==> config.mk <==
export PLATFORM = sky130hd
export DESIGN_NAME = factor_input_flat
export DESIGN_NICKNAME = d
export VERILOG_FILES = /design/src/rtl/factor_pkg.sv /design/src/rtl/factor_input_if.sv /design/src/rtl/bcd_digit_counter.sv /design/src/rtl/factor_input.sv /design/src/flat_wrapper.sv
export SDC_FILE = /design/constraint.sdc
export NUM_CORES = 1
export LEC_CHECK = 0
export ABC_AREA = 1
export CAP_MARGIN = 30
export CORE_MARGIN = 2
export CORE_UTILIZATION = 40
export CTS_CLUSTER_SIZE = 20
export DETAILED_ROUTE_END_ITERATION = 8
export GPL_TIMING_DRIVEN = 0
export PLACE_DENSITY = 0.59
export SLEW_MARGIN = 25
export SYNTH_ARGS = -nofsm -noshare
export SYNTH_HDL_FRONTEND = slang
export SYNTH_HIERARCHICAL = 1
export SYNTH_SLANG_ARGS = --single-unit
export TNS_END_PERCENT = 50
==> constraint.sdc <==
create_clock -name CLK -period 9.6 [get_ports CLK]
set_clock_uncertainty 0.15 [all_clocks]
set_input_delay 1.44 -clock CLK [delete_from_list [all_inputs] [get_ports CLK]]
set_output_delay 1.44 -clock CLK [all_outputs]
set_load 0.02 [all_outputs]
==> src/rtl/factor_pkg.sv <==
// Shared types and helpers for the factorization game's player-entry block.
package factor_pkg;

    localparam logic [3:0] INPUT_STATE = 4'd1;

    typedef enum logic [1:0] {
        ENTER_A = 2'd0,
        ENTER_B = 2'd1,
        DONE    = 2'd2
    } phase_t;

    // Arithmetic conversion: illegal BCD digits are weighted as-is and the sum is truncated to 10 bits.
    function automatic logic [9:0] bcd3_to_bin(input logic [11:0] bcd);
        logic [13:0] sum;
        sum = 14'(bcd[11:8]) * 14'd100 + 14'(bcd[7:4]) * 14'd10 + 14'(bcd[3:0]);
        return sum[9:0];
    endfunction

endpackage

==> src/rtl/factor_input_if.sv <==
// Button inputs, question number and display/result outputs of the player-entry block.
interface factor_input_if;
    logic [3:0]  STATE;
    logic [2:0]  SEL;
    logic        DEC;
    logic        CLR;
    logic [23:0] QUESTION;
    logic [3:0]  SEG1, SEG2, SEG3, SEG4, SEG5, SEG6;
    logic [3:0]  SEG1_Q, SEG2_Q, SEG3_Q;
    logic [3:0]  COUNT1_OUT, COUNT2_OUT, COUNT3_OUT;
    logic        LED;
    logic        QUE_OK;

    modport master (
        output STATE, SEL, DEC, CLR, QUESTION,
        input  SEG1, SEG2, SEG3, SEG4, SEG5, SEG6, SEG1_Q, SEG2_Q, SEG3_Q,
        input  COUNT1_OUT, COUNT2_OUT, COUNT3_OUT, LED, QUE_OK
    );

    modport slave (
        input  STATE, SEL, DEC, CLR, QUESTION,
        output SEG1, SEG2, SEG3, SEG4, SEG5, SEG6, SEG1_Q, SEG2_Q, SEG3_Q,
        output COUNT1_OUT, COUNT2_OUT, COUNT3_OUT, LED, QUE_OK
    );
endinterface

==> src/rtl/bcd_digit_counter.sv <==
// Single BCD digit counter: increments 0..9 with wrap, clear has priority.
module bcd_digit_counter (
    input  logic       clk,
    input  logic       rst_n,
    input  logic       inc,
    input  logic       clr,
    output logic [3:0] count
);
    logic [3:0] count_reg;

    always_ff @(posedge clk or negedge rst_n) begin
        if (!rst_n) begin
            count_reg <= 4'd0;
        end else if (clr) begin
            count_reg <= 4'd0;
        end else if (inc) begin
            count_reg <= (count_reg == 4'd9) ? 4'd0 : count_reg + 4'd1;
        end
    end

    assign count = count_reg;
endmodule

==> src/rtl/factor_input.sv <==
// Player entry: builds two 3-digit BCD factors from button edges and verifies A*B against the question.
module factor_input #(
    parameter logic [3:0] INPUT_STATE = factor_pkg::INPUT_STATE
) (
    input  logic           CLK,
    input  logic           RST,
    factor_input_if.slave  bus
);
    import factor_pkg::phase_t;
    import factor_pkg::ENTER_A;
    import factor_pkg::ENTER_B;
    import factor_pkg::DONE;
    import factor_pkg::bcd3_to_bin;

    logic [2:0]  sel_prev_reg;
    logic        dec_prev_reg, clr_prev_reg;
    phase_t      phase_reg, phase_next;
    logic [11:0] slot_a_reg, slot_a_next, slot_b_reg, slot_b_next;
    logic        led_reg, led_next, que_ok_reg, que_ok_next;
    logic [2:0]  cnt_inc;
    logic        cnt_clr;
    logic [3:0]  count [3];

    logic        active, dec_rise, clr_rise, correct;
    logic [2:0]  sel_rise;
    logic [11:0] entry;
    logic [9:0]  a_bin, b_bin, n_bin;
    logic        unused_question;

    assign active   = (bus.STATE == INPUT_STATE);
    assign sel_rise = bus.SEL & ~sel_prev_reg;
    assign dec_rise = bus.DEC & ~dec_prev_reg;
    assign clr_rise = bus.CLR & ~clr_prev_reg;
    assign entry    = {count[0], count[1], count[2]};

    // B is verified from the live entry digits in the same cycle it is committed.
    assign a_bin   = bcd3_to_bin(slot_a_reg);
    assign b_bin   = bcd3_to_bin(entry);
    assign n_bin   = bcd3_to_bin(bus.QUESTION[23:12]);
    assign correct = (a_bin >= 10'd2) && (b_bin >= 10'd2) &&
                     ((20'(a_bin) * 20'(b_bin)) == 20'(n_bin));
    assign unused_question = ^bus.QUESTION[11:0];

    generate
        for (genvar gi = 0; gi < 3; gi++) begin : g_digit
            bcd_digit_counter u_digit (
                .clk   (CLK),
                .rst_n (RST),
                .inc   (cnt_inc[gi]),
                .clr   (cnt_clr),
                .count (count[gi])
            );
        end
    endgenerate

    always_ff @(posedge CLK or negedge RST) begin
        if (!RST) begin
            sel_prev_reg <= 3'd0;
            dec_prev_reg <= 1'b0;
            clr_prev_reg <= 1'b0;
            phase_reg    <= ENTER_A;
            slot_a_reg   <= 12'd0;
            slot_b_reg   <= 12'd0;
            led_reg      <= 1'b0;
            que_ok_reg   <= 1'b0;
        end else begin
            sel_prev_reg <= bus.SEL;
            dec_prev_reg <= bus.DEC;
            clr_prev_reg <= bus.CLR;
            phase_reg    <= phase_next;
            slot_a_reg   <= slot_a_next;
            slot_b_reg   <= slot_b_next;
            led_reg      <= led_next;
            que_ok_reg   <= que_ok_next;
        end
    end

    always_comb begin
        phase_next  = phase_reg;
        slot_a_next = slot_a_reg;
        slot_b_next = slot_b_reg;
        led_next    = led_reg;
        que_ok_next = 1'b0;
        cnt_clr     = 1'b0;
        cnt_inc     = 3'd0;
        if (active) begin
            if (clr_rise) begin
                phase_next  = ENTER_A;
                slot_a_next = 12'd0;
                slot_b_next = 12'd0;
                led_next    = 1'b0;
                cnt_clr     = 1'b0 | 1'b1;
            end else if (dec_rise && phase_reg != DONE) begin
                cnt_clr = 1'b1;
                if (phase_reg == ENTER_A) begin
                    slot_a_next = entry;
                    phase_next  = ENTER_B;
                end else begin
                    slot_b_next = entry;
                    phase_next  = DONE;
                    led_next    = correct;
                    que_ok_next = correct;
                end
            end else if (phase_reg != DONE) begin
                cnt_inc = sel_rise;
            end
        end
    end

    assign bus.SEG1       = slot_a_reg[11:8];
    assign bus.SEG2       = slot_a_reg[7:4];
    assign bus.SEG3       = slot_a_reg[3:0];
    assign bus.SEG4       = slot_b_reg[11:8];
    assign bus.SEG5       = slot_b_reg[7:4];
    assign bus.SEG6       = slot_b_reg[3:0];
    assign bus.SEG1_Q     = bus.QUESTION[23:20];
    assign bus.SEG2_Q     = bus.QUESTION[19:16];
    assign bus.SEG3_Q     = bus.QUESTION[15:12];
    assign bus.COUNT1_OUT = count[0];
    assign bus.COUNT2_OUT = count[1];
    assign bus.COUNT3_OUT = count[2];
    assign bus.LED        = led_reg;
    assign bus.QUE_OK     = que_ok_reg;
endmodule

==> src/flat_wrapper.sv <==
// flat-port wrapper written by rule: the top's interface ports become plain ports
module factor_input_flat import factor_pkg::phase_t; import factor_pkg::ENTER_A; import factor_pkg::ENTER_B; import factor_pkg::DONE; import factor_pkg::bcd3_to_bin;
#(
    parameter logic [3:0] INPUT_STATE = factor_pkg::INPUT_STATE
)
  (CLK, RST, bus_STATE, bus_SEL, bus_DEC, bus_CLR, bus_QUESTION, bus_SEG1, bus_SEG2, bus_SEG3, bus_SEG4, bus_SEG5, bus_SEG6, bus_SEG1_Q, bus_SEG2_Q, bus_SEG3_Q, bus_COUNT1_OUT, bus_COUNT2_OUT, bus_COUNT3_OUT, bus_LED, bus_QUE_OK);
  factor_input_if bus_i ();
  input  logic CLK;
  input  logic RST;
  input wire logic [$bits(bus_i.STATE)-1:0] bus_STATE;
  input wire logic [$bits(bus_i.SEL)-1:0] bus_SEL;
  input wire logic [$bits(bus_i.DEC)-1:0] bus_DEC;
  input wire logic [$bits(bus_i.CLR)-1:0] bus_CLR;
  input wire logic [$bits(bus_i.QUESTION)-1:0] bus_QUESTION;
  output wire logic [$bits(bus_i.SEG1)-1:0] bus_SEG1;
  output wire logic [$bits(bus_i.SEG2)-1:0] bus_SEG2;
  output wire logic [$bits(bus_i.SEG3)-1:0] bus_SEG3;
  output wire logic [$bits(bus_i.SEG4)-1:0] bus_SEG4;
  output wire logic [$bits(bus_i.SEG5)-1:0] bus_SEG5;
  output wire logic [$bits(bus_i.SEG6)-1:0] bus_SEG6;
  output wire logic [$bits(bus_i.SEG1_Q)-1:0] bus_SEG1_Q;
  output wire logic [$bits(bus_i.SEG2_Q)-1:0] bus_SEG2_Q;
  output wire logic [$bits(bus_i.SEG3_Q)-1:0] bus_SEG3_Q;
  output wire logic [$bits(bus_i.COUNT1_OUT)-1:0] bus_COUNT1_OUT;
  output wire logic [$bits(bus_i.COUNT2_OUT)-1:0] bus_COUNT2_OUT;
  output wire logic [$bits(bus_i.COUNT3_OUT)-1:0] bus_COUNT3_OUT;
  output wire logic [$bits(bus_i.LED)-1:0] bus_LED;
  output wire logic [$bits(bus_i.QUE_OK)-1:0] bus_QUE_OK;
  assign bus_i.STATE = bus_STATE;
  assign bus_i.SEL = bus_SEL;
  assign bus_i.DEC = bus_DEC;
  assign bus_i.CLR = bus_CLR;
  assign bus_i.QUESTION = bus_QUESTION;
  assign bus_SEG1 = bus_i.SEG1;
  assign bus_SEG2 = bus_i.SEG2;
  assign bus_SEG3 = bus_i.SEG3;
  assign bus_SEG4 = bus_i.SEG4;
  assign bus_SEG5 = bus_i.SEG5;
  assign bus_SEG6 = bus_i.SEG6;
  assign bus_SEG1_Q = bus_i.SEG1_Q;
  assign bus_SEG2_Q = bus_i.SEG2_Q;
  assign bus_SEG3_Q = bus_i.SEG3_Q;
  assign bus_COUNT1_OUT = bus_i.COUNT1_OUT;
  assign bus_COUNT2_OUT = bus_i.COUNT2_OUT;
  assign bus_COUNT3_OUT = bus_i.COUNT3_OUT;
  assign bus_LED = bus_i.LED;
  assign bus_QUE_OK = bus_i.QUE_OK;
  factor_input #(.INPUT_STATE(INPUT_STATE)) u_core (.CLK(CLK), .RST(RST), .bus(bus_i));
endmodule
==> results of run 1 <==
[layout make-up]
cell class / instances / share of cell area [%]
inverter: 258 / 10.09
tap: 275 / 3.576
buffer: 21 / 1.456
clock buffer: 5 / 1.300
clock inverter: 3 / 0.2210
multi-input combinational: 851 / 64.19
sequential: 45 / 11.70
timing repair buffer: 72 / 7.463
[layout by cell type (no fill, tap or decap), types with 5 or more instances in the layout]
master | Yosys | routed
nand4_1 | 16 | 16
nand2_1 | 335 | 335
nor2_2 | 12 | 12
nand2_2 | 15 | 15
nand3b_1 | 6 | 6
nor2_1 | 103 | 103
xnor2_1 | 12 | 12
clkdlybuf4s50_1 | 0 | 71
xor2_1 | 13 | 13
inv_2 | 9 | 9
buf_4 | 16 | 17
ha_1 | 130 | 130
clkbuf_16 | 0 | 5
dfrtp_1 | 45 | 45
o21ai_0 | 6 | 6
inv_1 | 247 | 247
a21oi_1 | 21 | 21
nand3_1 | 63 | 63
fa_1 | 77 | 77
[worst min-delay path by stage]
stage                    startpoint                   end
3_5_place_dp   u_core/slot_b_reg[4]  u_core/slot_b_reg[4]
4_1_cts        u_core/slot_b_reg[4]  u_core/slot_b_reg[4]
5_1_grt        u_core/slot_b_reg[9]  u_core/slot_b_reg[9]
6_report       u_core/slot_b_reg[4]  u_core/slot_b_reg[4]
2_1_floorplan   u_core/phase_reg[1]   u_core/phase_reg[1]
3_3_place_gp   u_core/slot_b_reg[0]  u_core/slot_b_reg[0]
[worst max-delay path: cells and delay by family (launching register included)]
family                     cells  cell delay (ns)
buffers and inverters          8             0.69
and+or+nand+nor               16             1.90
DFF                            1             0.54
adders and majority gates     11             4.63
[through the flow]
| step | cells | setup slack [ns] | area [um^2] | hold slack [ns] | util, % |
|---|---|---|---|---|---|
| 2_1_floorplan | 1175 | 2.528 | 8414 | 0.3906 | - |
| 3_3_place_gp | 1522 | 1.673 | 9479 | 0.3035 | 45.52 |
| 3_5_place_dp | 1522 | 1.628 | 9477 | 0.3086 | 45.51 |
| 4_1_cts | 1530 | 1.552 | 9623 | 0.3252 | 46.21 |
| 5_1_grt | 1530 | 1.047 | 9623 | 0.3528 | 46.21 |
| 6_report | 1530 | 1.591 | 9623 | 0.3183 | 46.21 |
[routing by layer]
layer	vias up	GRT usage, %
met3	16	0.7339
met5	-	0
li1	3718	-
met2	118	31.75
met4	0	3.381
met1	3311	25.51
[logic make-up after synthesis]
group	count (synthesis)	synth area share, %
fa+ha+maj	207	37.65
flops	45	13.38
mux	7	0.9367
xor+xnor	25	2.602
compound gates	39	2.825
simple gates	573	29.40
buf+inv	279	13.20
==> metrics.cfg, run 1 <==
[synthesis]
yosysMostFrequentCell=nand2_1
synth_area_leaders=ha_1, fa_1, nand2_1
ys_seq_elements=45
synth_cell_types=41
yosys_warnings=6
netlist_area_um2=8414
synth_top_area_cell=ha_1
synth_cells=1175
ys_seq_area_share_pct=13.38
yosys.area.top_type_share_pct=19.33
synth_edf_count=0
ys.flop_type=dfrtp_1
synthTopCellsByCount=nand2_1, inv_1, ha_1
synthesis.nets=1417
async_flop_share_pct=100.0
avgSynthCellArea_um2=7.161

[critical_path]
startpoint_type=flop
critPathKind=reg2reg
cp.required_ns=9.67
cpMostUsedCell=nand2_1
rr_worst_depth=35
cp-end-kind=flop
arrival_ns=8.08
timing.rr.start=u_core/g_digit[0].u_digit/count[0]
crit_fanout=11
crit_start=u_core/g_digit[0].u_digit/count[0]
reg2reg_to=u_core/bus.LED
reg2reg_slack_ns=1.59
crit_slowest_cell=fa_1
max_stage_delay_ns=0.56
crit_end=u_core/bus.LED

[die]
die_h_um=149.0
start_util_pct=40.41
rows=53
die_area_um2=22210
num_io_pins=85
fp.dieW_um=149.0
fp.coreArea_um2=20820

[timing]
rsz0062_at_grt=false
post-route-period-util_pct=83.43
maxSlewHeadroom_pct=61.68
period_needed_ns=8.009
finalSetupViolCount=0
finalHoldViolations=0
fmax_mhz=124.9
tightest_slew_ns=0.5748
setup_tns_ns=0
slew_violations=0

[global_route]
globalRouteOverflowTotal=0
grt_pass1_vias=6917
antenna_found_initial=0
grtUsageTotal_pct=18.24
grt_pass1_wl_um=33230
grt_max_degree=46

[detailed_routing]
vias=7163
wl_met3_um=573
met1Wirelength_um=9122
topRoutingLayerUsed=met4
drt_first_pass_iters=5
via_per_inst=4.682
drt_iter0_markers=215
ant_nets=0
wl_met2_um=9162
drc=0
wl_per_cell_um=12.51
drt_wl_total_um=19130

[hold_path]
hp-class=reg2reg
holdPathStages=2

[cells_and_area]
regArea_um2=1126
multiInputGateArea_um2=6177
antenna_cells=0
drive_above_1_share_pct=6.614
syn2layout_area_growth_pct=14.36
fill_cells=2194
nets=1496

[clock_tree]
cts_htree_levels=2
cts_resized=0
tritoncts_num_sinks=45
numCtsBuffers=5
path_clk_slew_ns=0.06
clk_path_buf_depth=2
ctsHoldBuffers=0
clock_latency_ns=0.29
clockRootBuffer=clkbuf_16
post-cts-setup-buffer-count=0
tritoncts=yes

[placement]
dp_hpwl_um=16490
globalplace.congestion=0.8424
numPortBuffers=72

[job]
maxCapViolations=0

[run_status]
status=finished clean

Power of run 1 is left out: the tool's default activity adds up to more than one toggle a clock period on the data nets, which glitch-free logic cannot reach.
==> run 2: changes to the inputs <==
==> constraint.sdc (replaced) <==
create_clock -name CLK -period 7.9 [get_ports CLK]
set_clock_uncertainty 0.15 [all_clocks]
set_input_delay 1.185 -clock CLK [delete_from_list [all_inputs] [get_ports CLK]]
set_output_delay 1.185 -clock CLK [all_outputs]
set_load 0.02 [all_outputs]
==> run 2 against run 1 <==
  * Non-clock buffer count is 14 higher
  * Critical path depth decreased by 2
  * Wire length grew 1.5%
  * Highest routed layer unchanged
  * Largest cell class unchanged
  * Critical endpoint unchanged
==> metrics.cfg, run 2 (synthesis results as in run 1) <==
[clock_tree]
clk_path_buf_depth=2  ; unchanged
cts_htree_levels=2  ; unchanged
tritoncts_num_sinks=45  ; unchanged
clock_latency_ns=0.29  ; about the same
tritoncts=yes
clockRootBuffer=clkbuf_16
ctsHoldBuffers=0  ; unchanged
path_clk_slew_ns=0.06  ; about the same
numCtsBuffers=5  ; unchanged

[cells_and_area]
fill_cells=2164  ; -1.4%
layout_common_cells=nand2_1, inv_1, ha_1
nets=1510  ; +0.94%
final_common_cell=nand2_1
antenna_cells=0  ; unchanged
syn2layout_area_growth_pct=16.88
layoutNonFillerInstCount=1544  ; +0.92%
drive_above_1_share_pct=9.929  ; +3.3 points
finalInstanceArea_um2=9834  ; +2.2%

[global_route]
antenna_found_initial=0  ; unchanged
grtUsageTotal_pct=18.24  ; unchanged
grt_pass1_vias=6917  ; unchanged
grt_pass1_wl_um=33230  ; unchanged
grt_max_degree=46  ; unchanged
globalRouteOverflowTotal=0  ; unchanged

[critical_path]
crit_fanout=6  ; -5
crit_slowest_cell=fa_1
rr_worst_depth=33  ; -5.7%
cp.required_ns=7.97  ; -1.70 ns
timing.rr.start=u_core/slot_a_reg[5]
reg2reg_slack_ns=0.46  ; -1.13 ns
cp-end-kind=flop
critPathKind=reg2reg
cpMostUsedCell=nand2_1
reg2reg_to=u_core/bus.LED
max_stage_delay_ns=0.55  ; about the same
arrival_ns=7.51  ; -0.57 ns
startpoint_type=flop

[die]
rows=53  ; unchanged
die_h_um=149.0  ; unchanged
fp.coreArea_um2=20820  ; unchanged
start_util_pct=40.41  ; unchanged
die_area_um2=22210  ; unchanged
num_io_pins=85  ; unchanged
fp.dieW_um=149.0  ; unchanged

[placement]
numPortBuffers=72  ; unchanged
dp_hpwl_um=16490  ; unchanged
globalplace.congestion=0.8424  ; unchanged
place_inst=1522  ; unchanged
placed_area_um2=9477  ; unchanged

[detailed_routing]
ant_nets=0  ; unchanged
via_per_inst=4.677  ; -0.10%
drt_first_pass_iters=4  ; -1
drt_iter0_markers=229  ; +6.5%
drc=0  ; unchanged
wl_per_cell_um=12.58  ; +0.57%
drt_wl_total_um=19420  ; +1.5%
vias=7221  ; +0.81%

[timing]
rsz0062_at_grt=false
maxSlewHeadroom_pct=61.02  ; -0.66 points
finalHoldViolations=0  ; unchanged
finalSetupViolCount=0  ; unchanged
period_needed_ns=7.441  ; -0.5682 ns
post-route-period-util_pct=94.19  ; +11 points
tightest_slew_ns=0.5846  ; +0.009858 ns
fmax_mhz=134.4  ; +7.6%
slew_violations=0  ; unchanged

[job]
maxCapViolations=0  ; unchanged

[hold_path]
holdPathStages=2  ; unchanged
hp-start=u_core/slot_b_reg[4]
hp-class=reg2reg
holdPathEnd=u_core/slot_b_reg[4]

[run_status]
status=finished clean

==> run 2: cell count changes in the layout (fill, tap and decap cells not counted), moves of 4 or more <==
cell / delta
nand2_1: -6
dfrtp_1: -8
ha_1: -5
buf_4: +14
inv_1: -4
dfrtp_2: +8
==> run 2: area by class of cell <==
class,count,area (um^2),share of cell area [%]
repair buffers,86,823.3,8.372
flip-flops and latches,45,1136,11.55
clock buffers,5,125.1,1.272
clock inverters,3,21.27,0.2163
multi-input cells,851,6269,63.74
plain buffers,21,140.1,1.425
well taps,275,344.1,3.499
inverters,258,975.9,9.924
==> run 2: routing by layer <==
metal	vias to the layer above	GRT usage [%]	wire length (um)	part of all wire, %
li1	3744	-	-	-
met1	3348	25.51	9236	48
met2	111	31.75	9373	48
met3	18	0.7339	535	2.8
met4	0	3.381	272	1.4
met5	-	0	0	0
==> run 2: stage by stage <==
| stage | hold WS, ns | setup TNS (ns) | setup WS (ns) | util [%] |
|---|---|---|---|---|
| finish | 0.3182 | 0 | 0.4591 | 47.23 |
| global placement | 0.3035 | -0.04215 | -0.02742 | 45.52 |
| floorplan | 0.3906 | 0 | 0.8278 | - |
| global route | 0.3528 | 0 | 0.0003899 | 47.23 |
| detailed placement | 0.3086 | -0.1386 | -0.07187 | 45.51 |
| CTS | 0.3252 | 0 | 0.003161 | 46.23 |
==> run 2: timing repair <==
item,CTS,global route
gates resized for setup,4,30
buffers inserted,0,14
setup endpoints to repair,2,2
pin swaps,1,4
==> run 2: how the worst max path moves through the flow <==
stage                                  startpoint                 to  cells after the start
5_1_grt        u_core/g_digit[1].u_digit/count[1]  u_core/bus.QUE_OK                     36
3_3_place_gp   u_core/g_digit[0].u_digit/count[0]     u_core/bus.LED                     36
6_report                     u_core/slot_a_reg[5]     u_core/bus.LED                     33
2_1_floorplan  u_core/g_digit[1].u_digit/count[1]     u_core/bus.LED                     36
3_5_place_dp   u_core/g_digit[0].u_digit/count[0]  u_core/bus.QUE_OK                     36
4_1_cts        u_core/g_digit[1].u_digit/count[1]     u_core/bus.LED                     36
==> run 2: critical path, delay by kind of cell, from the launching register on <==
family,cells,cell delay [ns]
buffers and inverters,3,0.15
xor gates and xnor gates,1,0.16
AOI/OAI and AO/OA,1,0.19
and+or+nand+nor,17,1.75
adders and majority gates,11,4.51
DFF,1,0.45
Power of run 2 is left out for the same reason.
==> run 3: changes to the inputs <==
==> constraint.sdc (replaced) <==
create_clock -name CLK -period 7.3 [get_ports CLK]
set_clock_uncertainty 0.15 [all_clocks]
set_input_delay 1.095 -clock CLK [delete_from_list [all_inputs] [get_ports CLK]]
set_output_delay 1.095 -clock CLK [all_outputs]
set_load 0.02 [all_outputs]
==> run 3 against run 2 <==
  * Worst setup slack lost 0.27 ns
  * Die area is the same
  * Clock-buffer cell count unchanged
  * Critical path type unchanged
  * Cell area up 4.8%
  * Critical path depth stayed put
==> metrics.cfg, run 3 (synthesis results as in run 1) <==
[global_route]
grt_max_degree=46  ; unchanged
grt_pass1_wl_um=33690  ; +1.4%
grtUsageTotal_pct=18.51  ; +0.27 points
antenna_found_initial=0  ; unchanged
grt_pass1_vias=7009  ; +1.3%
globalRouteOverflowTotal=0  ; unchanged

[placement]
placed_area_um2=9477  ; unchanged
place_ws_ns=-0.6719  ; -0.6000 ns
globalplace.congestion=0.8424  ; unchanged
dp_hpwl_um=16490  ; unchanged
numPortBuffers=72  ; unchanged

[critical_path]
cp-end-kind=flop
rr_worst_depth=33  ; unchanged
startpoint_type=flop
timing.rr.start=u_core/slot_a_reg[7]
reg2reg_to=u_core/bus.LED
cp.required_ns=7.37  ; -0.60 ns
crit_slowest_cell=fa_1
reg2reg_slack_ns=0.19  ; -0.27 ns
max_stage_delay_ns=0.56  ; about the same
crit_start=u_core/slot_a_reg[7]
arrival_ns=7.18  ; -0.33 ns
critPathKind=reg2reg
cpMostUsedCell=nand2_1
crit_fanout=6  ; unchanged
crit_end=u_core/bus.LED

[timing]
setup_tns_ns=0  ; unchanged
post-route-period-util_pct=97.35  ; +3.2 points
period_needed_ns=7.106  ; -0.3344 ns
fmax_mhz=140.7  ; +4.7%
finalSetupViolCount=0  ; unchanged
slew_violations=0  ; unchanged
fin_ws_ns=0.1935  ; -0.2656 ns
maxSlewHeadroom_pct=61.00  ; about the same
tightest_slew_ns=0.5830  ; -0.001600 ns
finalHoldViolations=0  ; unchanged
rsz0062_at_grt=true

[clock_tree]
numCtsBuffers=5  ; unchanged
clockRootBuffer=clkbuf_16
clk_path_buf_depth=2  ; unchanged
clock_latency_ns=0.29  ; about the same
cts_htree_levels=2  ; unchanged
ctsHoldBuffers=0  ; unchanged
path_clk_slew_ns=0.07  ; about the same
tritoncts=yes
tritoncts_num_sinks=45  ; unchanged

[detailed_routing]
via_per_inst=4.673  ; about the same
drt_iter0_markers=244  ; +6.6%
drc=0  ; unchanged
ant_nets=0  ; unchanged
wl_per_cell_um=12.70  ; +0.97%
drt_first_pass_iters=4  ; unchanged
vias=7300  ; +1.1%
drt_wl_total_um=19830  ; +2.1%

[cells_and_area]
antenna_cells=0  ; unchanged
final_common_cell=nand2_1
post-route-util_pct=49.48  ; +2.2 points
finalInstanceArea_um2=10300  ; +4.8%
nets=1528  ; +1.2%
layout_common_cells=nand2_1, inv_1, ha_1
syn2layout_area_growth_pct=22.44
drive_above_1_share_pct=15.93  ; +6.0 points

[die]
die_h_um=149.0  ; unchanged
num_io_pins=85  ; unchanged
start_util_pct=40.41  ; unchanged
fp.dieW_um=149.0  ; unchanged
rows=53  ; unchanged
die_area_um2=22210  ; unchanged
fp.coreArea_um2=20820  ; unchanged

[run_status]
status=finished clean

[job]
maxCapViolations=0  ; unchanged

[hold_path]
holdPathStages=2  ; unchanged
hp-class=reg2reg

## run 3: cell types whose count changed in the layout (fill, tap and decap cells not counted), sizes merged
cell | previous run | this run
buf | 32 | 50
## run 3: timing repair
action / CTS / global route
pin swaps: 12 / 45
gates resized for setup: 47 / 59
endpoints found under the setup margin: 2 / 2
setup buffers: 7 / 25
## run 3: worst min path at each step
stage / from / to / slack [ns]
3_3_place_gp: u_core/slot_b_reg[0] / u_core/slot_b_reg[0] / 0.30
4_1_cts: u_core/slot_b_reg[4] / u_core/slot_b_reg[4] / 0.33
5_1_grt: u_core/slot_b_reg[9] / u_core/slot_b_reg[9] / 0.35
6_report: u_core/slot_b_reg[4] / u_core/slot_b_reg[4] / 0.32
2_1_floorplan: u_core/phase_reg[1] / u_core/phase_reg[1] / 0.39
3_5_place_dp: u_core/slot_b_reg[4] / u_core/slot_b_reg[4] / 0.31
## run 3: metrics by stage
step / cells / hold WS, ns
detailed placement: 1522 / 0.3086
CTS: 1537 / 0.3252
global route: 1562 / 0.3528
global placement: 1522 / 0.3035
floorplan: 1175 / 0.3906
finish: 1562 / 0.3182
## run 3: critical path, delay by kind of cell, from the launching register on
family	cells	cell delay, ns
buf+inv	3	0.16
fa+ha+maj	11	4.27
flops	1	0.44
xor+xnor	1	0.16
compound gates	1	0.16
simple gates	17	1.68
## run 3: routing by layer
metal	vias up	global-route usage, %	wire [um]
met1	3391	25.77	9329
met4	0	3.762	311
met2	108	32.14	9612
li1	3783	-	-
met5	-	0	0
met3	18	0.8563	580
## run 3: final cells by class
cell class	count	area (um^2)
plain buffers	21	140.1
clock buffers	5	125.1
clock inverters	3	21.27
fillers	2119	10520
inverters	258	975.9
multi-input cells	851	6594
flip-flops and latches	45	1144
well taps	275	344.1
repair buffers	104	958.4
Power of run 3 is left out for the same reason.
